### src/rtl/if_id_pipe.sv
// IF/ID pipeline stage: carries {inst, addr, fault} from fetch to decode with
// valid/ready handshaking, an optional 2-entry skid buffer and flush.
module if_id_pipe #(
  parameter int unsigned     XLEN       = 32,
  parameter int unsigned     ILEN       = 32,
  parameter logic [ILEN-1:0] NOP_INST   = 32'h00000013,
  parameter logic [XLEN-1:0] RESET_ADDR = 32'h00000000,
  parameter int unsigned     SKID       = 1
) (
  input  logic            clk,
  input  logic            rst,
  input  logic            in_valid,
  output logic            in_ready,
  input  logic [ILEN-1:0] inst_i,
  input  logic [XLEN-1:0] inst_addr_i,
  input  logic            fault_i,
  input  logic            flush_i,
  output logic            out_valid,
  input  logic            out_ready,
  output logic [ILEN-1:0] inst_o,
  output logic [XLEN-1:0] inst_addr_o,
  output logic            fault_o
);

  typedef enum logic [1:0] {StEmpty, StOne, StFull} state_e;

  state_e            state_q, state_d;
  logic [ILEN-1:0]   main_inst_q, main_inst_d;
  logic [XLEN-1:0]   main_addr_q, main_addr_d;
  logic              main_fault_q, main_fault_d;
  logic [ILEN-1:0]   skid_inst_q, skid_inst_d;
  logic [XLEN-1:0]   skid_addr_q, skid_addr_d;
  logic              skid_fault_q, skid_fault_d;

  logic in_fire, out_fire;

  // Handshake decode; with the skid buffer in_ready depends on state only.
  always_comb begin
    out_valid = (state_q != StEmpty);
    if (SKID != 0) begin
      in_ready = (state_q != StFull);
    end else begin
      in_ready = !out_valid || out_ready;
    end
    in_fire  = in_valid && in_ready;
    out_fire = out_valid && out_ready;
  end

  // Output mux: NOP and no fault whenever nothing valid is held.
  always_comb begin
    inst_o      = out_valid ? main_inst_q : NOP_INST;
    inst_addr_o = main_addr_q;
    fault_o     = out_valid && main_fault_q;
  end

  // Next-state and storage update; flush overrides every other transition.
  always_comb begin
    state_d      = state_q;
    main_inst_d  = main_inst_q;
    main_addr_d  = main_addr_q;
    main_fault_d = main_fault_q;
    skid_inst_d  = skid_inst_q;
    skid_addr_d  = skid_addr_q;
    skid_fault_d = skid_fault_q;
    if (flush_i) begin
      // Main keeps its contents so inst_addr_o holds; the skid entry is dropped.
      state_d      = StEmpty;
      skid_inst_d  = '0;
      skid_addr_d  = '0;
      skid_fault_d = 1'b0;
    end else begin
      case (state_q)
        StEmpty: begin
          if (in_fire) begin
            state_d      = StOne;
            main_inst_d  = inst_i;
            main_addr_d  = inst_addr_i;
            main_fault_d = fault_i;
          end
        end
        StOne: begin
          if (in_fire && (out_fire || SKID == 0)) begin
            main_inst_d  = inst_i;
            main_addr_d  = inst_addr_i;
            main_fault_d = fault_i;
          end else if (in_fire) begin
            state_d      = StFull;
            skid_inst_d  = inst_i;
            skid_addr_d  = inst_addr_i;
            skid_fault_d = fault_i;
          end else if (out_fire) begin
            state_d = StEmpty;
          end
        end
        StFull: begin
          if (out_fire) begin
            state_d      = StOne;
            main_inst_d  = skid_inst_q;
            main_addr_d  = skid_addr_q;
            main_fault_d = skid_fault_q;
          end
        end
        default: state_d = StEmpty;
      endcase
    end
  end

  // State and entry registers with asynchronous active-low reset.
  always_ff @(posedge clk or negedge rst) begin
    if (!rst) begin
      state_q      <= StEmpty;
      main_inst_q  <= NOP_INST;
      main_addr_q  <= RESET_ADDR;
      main_fault_q <= 1'b0;
      skid_inst_q  <= '0;
      skid_addr_q  <= '0;
      skid_fault_q <= 1'b0;
    end else begin
      state_q      <= state_d;
      main_inst_q  <= main_inst_d;
      main_addr_q  <= main_addr_d;
      main_fault_q <= main_fault_d;
      skid_inst_q  <= skid_inst_d;
      skid_addr_q  <= skid_addr_d;
      skid_fault_q <= skid_fault_d;
    end
  end

endmodule

### config.mk
export PLATFORM = sky130hd
export DESIGN_NAME = if_id_pipe
export DESIGN_NICKNAME = d
export VERILOG_FILES = /design/src/rtl/if_id_pipe.sv
export SDC_FILE = /design/constraint.sdc
export NUM_CORES = 1
export LEC_CHECK = 0
export BUFFER_PORTS_ARGS = -buffer_cell sky130_fd_sc_hd__buf_2
export CAP_MARGIN = 10
export CORE_MARGIN = 3
export CORE_UTILIZATION = 60
export CTS_BUF_LIST = sky130_fd_sc_hd__clkbuf_2
export DETAILED_ROUTE_END_ITERATION = 8
export PLACE_DENSITY = 0.87
export SLEW_MARGIN = 5
export SYNTH_ARGS = -nofsm -noshare
export SYNTH_HDL_FRONTEND = slang
export SYNTH_SLANG_ARGS = --single-unit
### constraint.sdc
create_clock -name clk -period 4.2 [get_ports clk]
set_clock_uncertainty 0.1 [all_clocks]
set_input_delay 0.42 -clock clk [delete_from_list [all_inputs] [get_ports clk]]
set_output_delay 0.42 -clock clk [all_outputs]
set_load 0.005 [all_outputs]
### Yosys cells after proc, flatten, opt, wreduce, memory -nomap -nowiden

Cells that the tools add are included.

* add/subtract/negate cells: 0
* $mul: 0
* divide/modulo/power cells: 0
* magnitude comparators: 0
* eq/ne operators: 11
* shifts and indexed selects: 0
* muxes and demuxes: 29
* bitwise logic cells: 1
* reductions and logical operators: 12

Operator list (number)
* two-way mux 32 bit: 13
* one-hot mux 32 bit (3 select lines): 2
* two-way mux 2 bit: 6
* != test 2 bit (second input constant): 5
* != test 3 bit (second input constant): 3
* two-way mux 1 bit: 6
* one-hot mux 2 bit (3 select lines): 1
* nonzero test 2 bit: 3
* AND reduction 5 bit: 1
* logical AND 1 bit: 4
* != test 4 bit (second input constant): 1
* AND reduction 4 bit: 1
* one-hot mux 1 bit (3 select lines): 1
* AND reduction 3 bit: 1
* nonzero test 3 bit: 1
* equality test 2 x 1 -> 1 bit (second input constant): 1
* equality test 2 bit (second input constant): 1
* zero test 2 bit: 1
* inverter 1 bit: 1

* bits in registers: 132
* bits in latches: 0
* memory bits (writable): 0
* bits in read-only memories: 0
* input port bits: 70
* output and inout port bits: 67
* word-level logic and storage cells: 60
* memories kept: 0

### Longest topological paths before layout

* word-level depth: 7
* depth in mapped cells: 6
* gate-level depth less buffers: 4

### Worst setup path after synthesis

OpenSTA, ideal clock, no wires.

* path kind: input-to-reg
* from: input port in_valid
* to: register main_addr_q[0] (netlist: inst_addr_o[0])
* setup time: 125 ps
* arrival time: 1488 ps
* required time: 3975 ps
* slack: 2487 ps
* cell stages on the path: 6
* path buffers: 2
* cell sequence: nor2b_2 > o21ai_1 > a21oi_1 > buf_4 > buf_6 > mux2_4

* cells in the longest elaborated chain, start to end: 4
* elaborated cells between the ends (all ways): 5
* those cells by class: eq/ne: 2; reduce/logical: 3

Ends and longest elaborated chain
* from (decl): line 12 `input logic in_valid,`
* logical AND 1 bit (*): line 45 `in_fire = in_valid && in_ready;`
* logical AND 1 bit: line 82 `if (in_fire && (out_fire || SKID == 0)) begin`
* != test 2 bit (no source line)
* AND reduction 5 bit (no source line) (*)
* to (signal assigned): line 121 `main_addr_q <= main_addr_d;`
* to (decl): line 29 `logic [XLEN-1:0] main_addr_q, main_addr_d;`

Mark *: on every way between the ends. The rest lies on a longest branch, timed or not.
A chain may end at the register's enable or synchronous reset.

### Final worst setup path

* from: register state_q[0]
* to: output port in_ready

* cells in the longest elaborated chain, start to end: 1

Ends and longest elaborated chain
* from (decl): line 27 `state_e state_q, state_d;`
* from (signal assigned): line 111 `state_q <= StEmpty;`
* from (signal assigned): line 119 `state_q <= state_d;`
* != test 2 bit: line 41 `in_ready = (state_q != StFull);`
* to (decl): line 13 `output logic in_ready,`

Every way passes these cells.

==> flow_metrics.py <==
metrics = {
    "global_route": {
        "number_of_global_route_vias_before_repair": 4939,
        "global_route_usage_over_all_layers_pct": 25.8,
        "grt_pass1_wl_mm": 23.9,
        "gr-total-overflow": 0,
        "grt_antenna_before_repair": 0,
        "grt_max_degree": 103,
    },
    "die": {
        "die-area_um2": 12000,
        "floorplan.initialDensity_pct": 62.0,
        "floorplan.io_pins": 137,
        "chipWidth_um": 110,
        "fp.coreArea_um2": 10400,
        "floorplan.die.height_um": 110,
        "fp-row-count": 37,
    },
    "pwr": {
        "power.share.combinational_pct": 20.4,
        "internal_power_mw": 2.20,
        "fraction_of_power_consumed_by_the_clock_network_pct": 28.0,
        "cellLeakagePower_nw": 3.74,
        "power.switching_mw": 0.815,
        "netSwitchingFraction_pct": 27.0,
        "design_power_total_mw": 3.01,
        "power_per_cell_area_nw_per_um2": 372,
        "max-vdd-ir-drop_v": 0.000216,
        "sequential_share_of_power_pct": 51.7,
    },
    "clock_tree": {
        "insertion_delay_ns": 0.65,
        "cts_tree": "yes",
        "post_cts.repair.setup_buffers": 0,
        "cts-buffers-inserted": 17,
        "cts-root-to-sink-buffers": 2,
        "clk_pin_slew_ns": 0.17,
        "clk_root_buffer_cell": "sky130_fd_sc_hd__clkbuf_2",
        "cts.sinks": 132,
        "cts-htree-levels": 4,
    },
    "worst_setup_path": {
        "critPathRequiredTime_ns": 3.68,
        "worst_reg2reg_setup_slack_ns": 1.65,
        "r2r_cells": 4,
        "worst_r2r_startpoint": "state_q[0]$_DFFE_PN0P_",
        "worstPathMaxFanout": 29,
        "cp-end-kind": "output pin",
        "timing.critical_path.arrival_ns": 2.20,
        "critical_path.max_stage_delay_ns": 0.75,
        "reg2reg_capture_point": "main_inst_q[17]$_DFFE_PN0P_",
        "timing.setup.critical_path_class": "register to output pin",
        "cell_at_the_slowest_stage_of_the_critical_path": "sky130_fd_sc_hd__nor2b_4",
        "worst_path_dominant_cell_family": "simple AND/OR/NAND/NOR gates",
        "worst-path-buf-inv": 2,
        "critical_path_cell_sequence": "nor2b_4 -> inv_1 -> buf_2",
        "cp-start-kind": "register",
    },
    "logic_synthesis": {
        "synth_top_area_share_pct": 50.2,
        "synth_area_um2": 6430,
        "top_flip_flop_cell_by_instance_count_after_synthesis": "sky130_fd_sc_hd__dfrtp_1",
        "post_synth_num_cell_types": 26,
        "number_of_synthesized_flops_with_an_enable_pin": 0,
        "synth_top_cells_by_area": "sky130_fd_sc_hd__dfrtp_1 50%, sky130_fd_sc_hd__mux2_2 11%, sky130_fd_sc_hd__mux2_4 9.3%",
        "synth_seq_area_share_pct": 51.4,
        "syn_avg_cell_area_um2": 11.8,
        "synth.largest_area_cell": "sky130_fd_sc_hd__dfrtp_1",
        "synth.top_cells.by_count": "129 x sky130_fd_sc_hd__dfrtp_1, 65 x sky130_fd_sc_hd__nand2_1, 65 x sky130_fd_sc_hd__nand2b_1, 65 x sky130_fd_sc_hd__o21ai_0, 60 x sky130_fd_sc_hd__mux2_2",
        "postSynthRegisterBits": 132,
        "synth-warning-count": 0,
        "post_syn_instances": 546,
        "synthMostInstantiatedCell": "sky130_fd_sc_hd__dfrtp_1",
        "synthArstFlopShare_pct": 100,
        "mappedNetlistNets": 616,
    },
    "route": {
        "m1WireLength_mm": 6.08,
        "drt-wirelength-per-cell_um": 16.7,
        "met3_length_um": 736,
        "route.met2.wl_mm": 7.61,
        "final_antenna_net_count": 0,
        "drc": 0,
        "finalWirelength_mm": 14.8,
        "post_drt_via_cell_ratio": 5.28,
        "detail_route.first_pass.iterations": 4,
        "route.top_layer_used": "met4",
        "routed_vias": 4681,
        "detail_route.iter0.violations": 297,
    },
    "flow_run": {
        "max_cap_viol": 0,
    },
    "min_path": {
        "hold_path_depth": 4,
        "hold_path.startpoint": "in_valid",
        "worst_hold_path.endpoint": "state_q[0]$_DFFE_PN0P_",
        "hold_path.class": "primary input to register",
    },
    "final_layout": {
        "syn_to_final_growth_pct": 25.7,
        "antenna-diode-count": 0,
        "postLayoutCoreUtil_pct": 78.0,
        "num-nets-final": 807,
        "layout-drive-gt1-share_pct": 37.9,
    },
    "sta": {
        "remaining_max_slew_budget_at_the_tightest_pin_pct": 29.5,
        "setup_tns_ns": 0,
        "finalSetupViolCount": 0,
        "achievable_freq_mhz": 368,
        "share_of_the_clock_period_used_by_the_worst_path_after_layout_pct": 64.8,
        "timing.final.hold_violations": 0,
        "timing.final.crit_period_ns": 2.72,
        "worstMarginPinSlew_ns": 1.06,
        "rsz0062_at_grt": "no",
        "finalMaxSlewViolations": 0,
    },
    "placement": {
        "io_buffers": 136,
        "dp_hpwl_mm": 9.25,
        "gpl.final_weighted_congestion": 0.739,
    },
    "run_status": {
        "run_status": "finished, final reports clean",
    },
}
## kinds of logic after synthesis
kind of cell | after synthesis | share of synthesized area, %
AO/OA/AOI/OAI | 72 | 5.68
buffers and inverters | 42 | 3.85
multiplexers | 130 | 25.1
AND/OR/NAND/NOR | 170 | 14.0
flip-flops | 132 | 51.4
## state kept, by name, summed over array words and instances, names as in the netlist
signal / cells
inst_addr_o: 32
skid_inst_q: 32
skid_addr_q: 32
main_inst_q: 32
state_q: 2
skid_fault_q: 1
main_fault_q: 1
## layout by cell type, fill, tap and decap left out, types with 30 or more instances in the layout
cell type / netlist / routed
sky130_fd_sc_hd__buf_2: 12 / 135
sky130_fd_sc_hd__nor2b_1: 30 / 30
sky130_fd_sc_hd__dfrtp_1: 129 / 129
sky130_fd_sc_hd__mux2_1: 30 / 30
sky130_fd_sc_hd__mux2_4: 40 / 40
sky130_fd_sc_hd__mux2_2: 60 / 60
sky130_fd_sc_hd__o21ai_0: 65 / 65
sky130_fd_sc_hd__nand2b_1: 65 / 65
sky130_fd_sc_hd__nand2_1: 65 / 65
sky130_fd_sc_hd__dlygate4sd3_1: 0 / 67
## power by group through the flow
| stage | logic (mW) | registers (mW) | clock network (mW) |
|---|---|---|---|
| 6_report | 0.614 | 1.56 | 0.843 |
| 5_1_grt | 0.675 | 1.58 | 0.924 |
| 4_1_cts | 0.616 | 1.55 | 0.856 |
| 3_5_place_dp | 0.565 | 1.58 | 0 |
| 3_3_place_gp | 0.539 | 1.56 | 0 |
| 2_1_floorplan | 0.338 | 1.56 | 0 |
## layer usage
metal | GRT usage, % | vias up
met5 | 0 | -
met4 | 9.80 | 0
met3 | 6.28 | 32
met2 | 44.6 | 131
met1 | 31.3 | 2302
li1 | - | 2216
## stage by stage
stage          hold slack [ns]  std cells  setup WS [ns]  area (µm²)
4_1_cts                 0.0459        886           1.41        8090
5_1_grt                 0.0569        886           1.26        8090
3_5_place_dp             0.367        787           1.65        7160
2_1_floorplan           0.0244        546           2.49        6430
6_report                 0.116        886           1.48        8090
3_3_place_gp             0.356        787           1.76        7160
## layout make-up
type                    instances  area [µm²]
clock inverters                12         161
well taps                     136         170
fillers                       635        2280
repair buffers                210        1420
inverters                       4        15.0
clock buffers                  20         100
multi-input cells             372        2910
flip-flops and latches        132        3310
## tightest hold or removal path, cell delays in order
cell                      delay, ns
sky130_fd_sc_hd__buf_2         0.11
sky130_fd_sc_hd__a21oi_1       0.13
sky130_fd_sc_hd__o22a_1        0.15
sky130_fd_sc_hd__nor2_1        0.04
## repair_timing
item / 4_1_cts / 5_1_grt
hold buffers: 67 / 0
endpoints found under the hold margin: 223 / 0
resized for setup: 0 / 0
## worst max-delay path by stage
| stage | from | endpoint | slack, ns | cells after the start |
|---|---|---|---|---|
| 6_report | state_q[0]$_DFFE_PN0P_ | in_ready | 1.48 | 3 |
| 5_1_grt | state_q[0]$_DFFE_PN0P_ | in_ready | 1.26 | 3 |
| 3_5_place_dp | state_q[0]$_DFFE_PN0P_ | main_inst_q[3]$_DFFE_PN0P_ | 1.65 | 4 |
| 3_3_place_gp | state_q[0]$_DFFE_PN0P_ | main_inst_q[19]$_DFFE_PN0P_ | 1.76 | 4 |
| 2_1_floorplan | in_valid | inst_addr_o[0]$_DFFE_PN0P_ | 2.49 | 6 |
| 4_1_cts | state_q[0]$_DFFE_PN0P_ | in_ready | 1.41 | 3 |
Note: power is estimated with default switching activity, not from simulation.
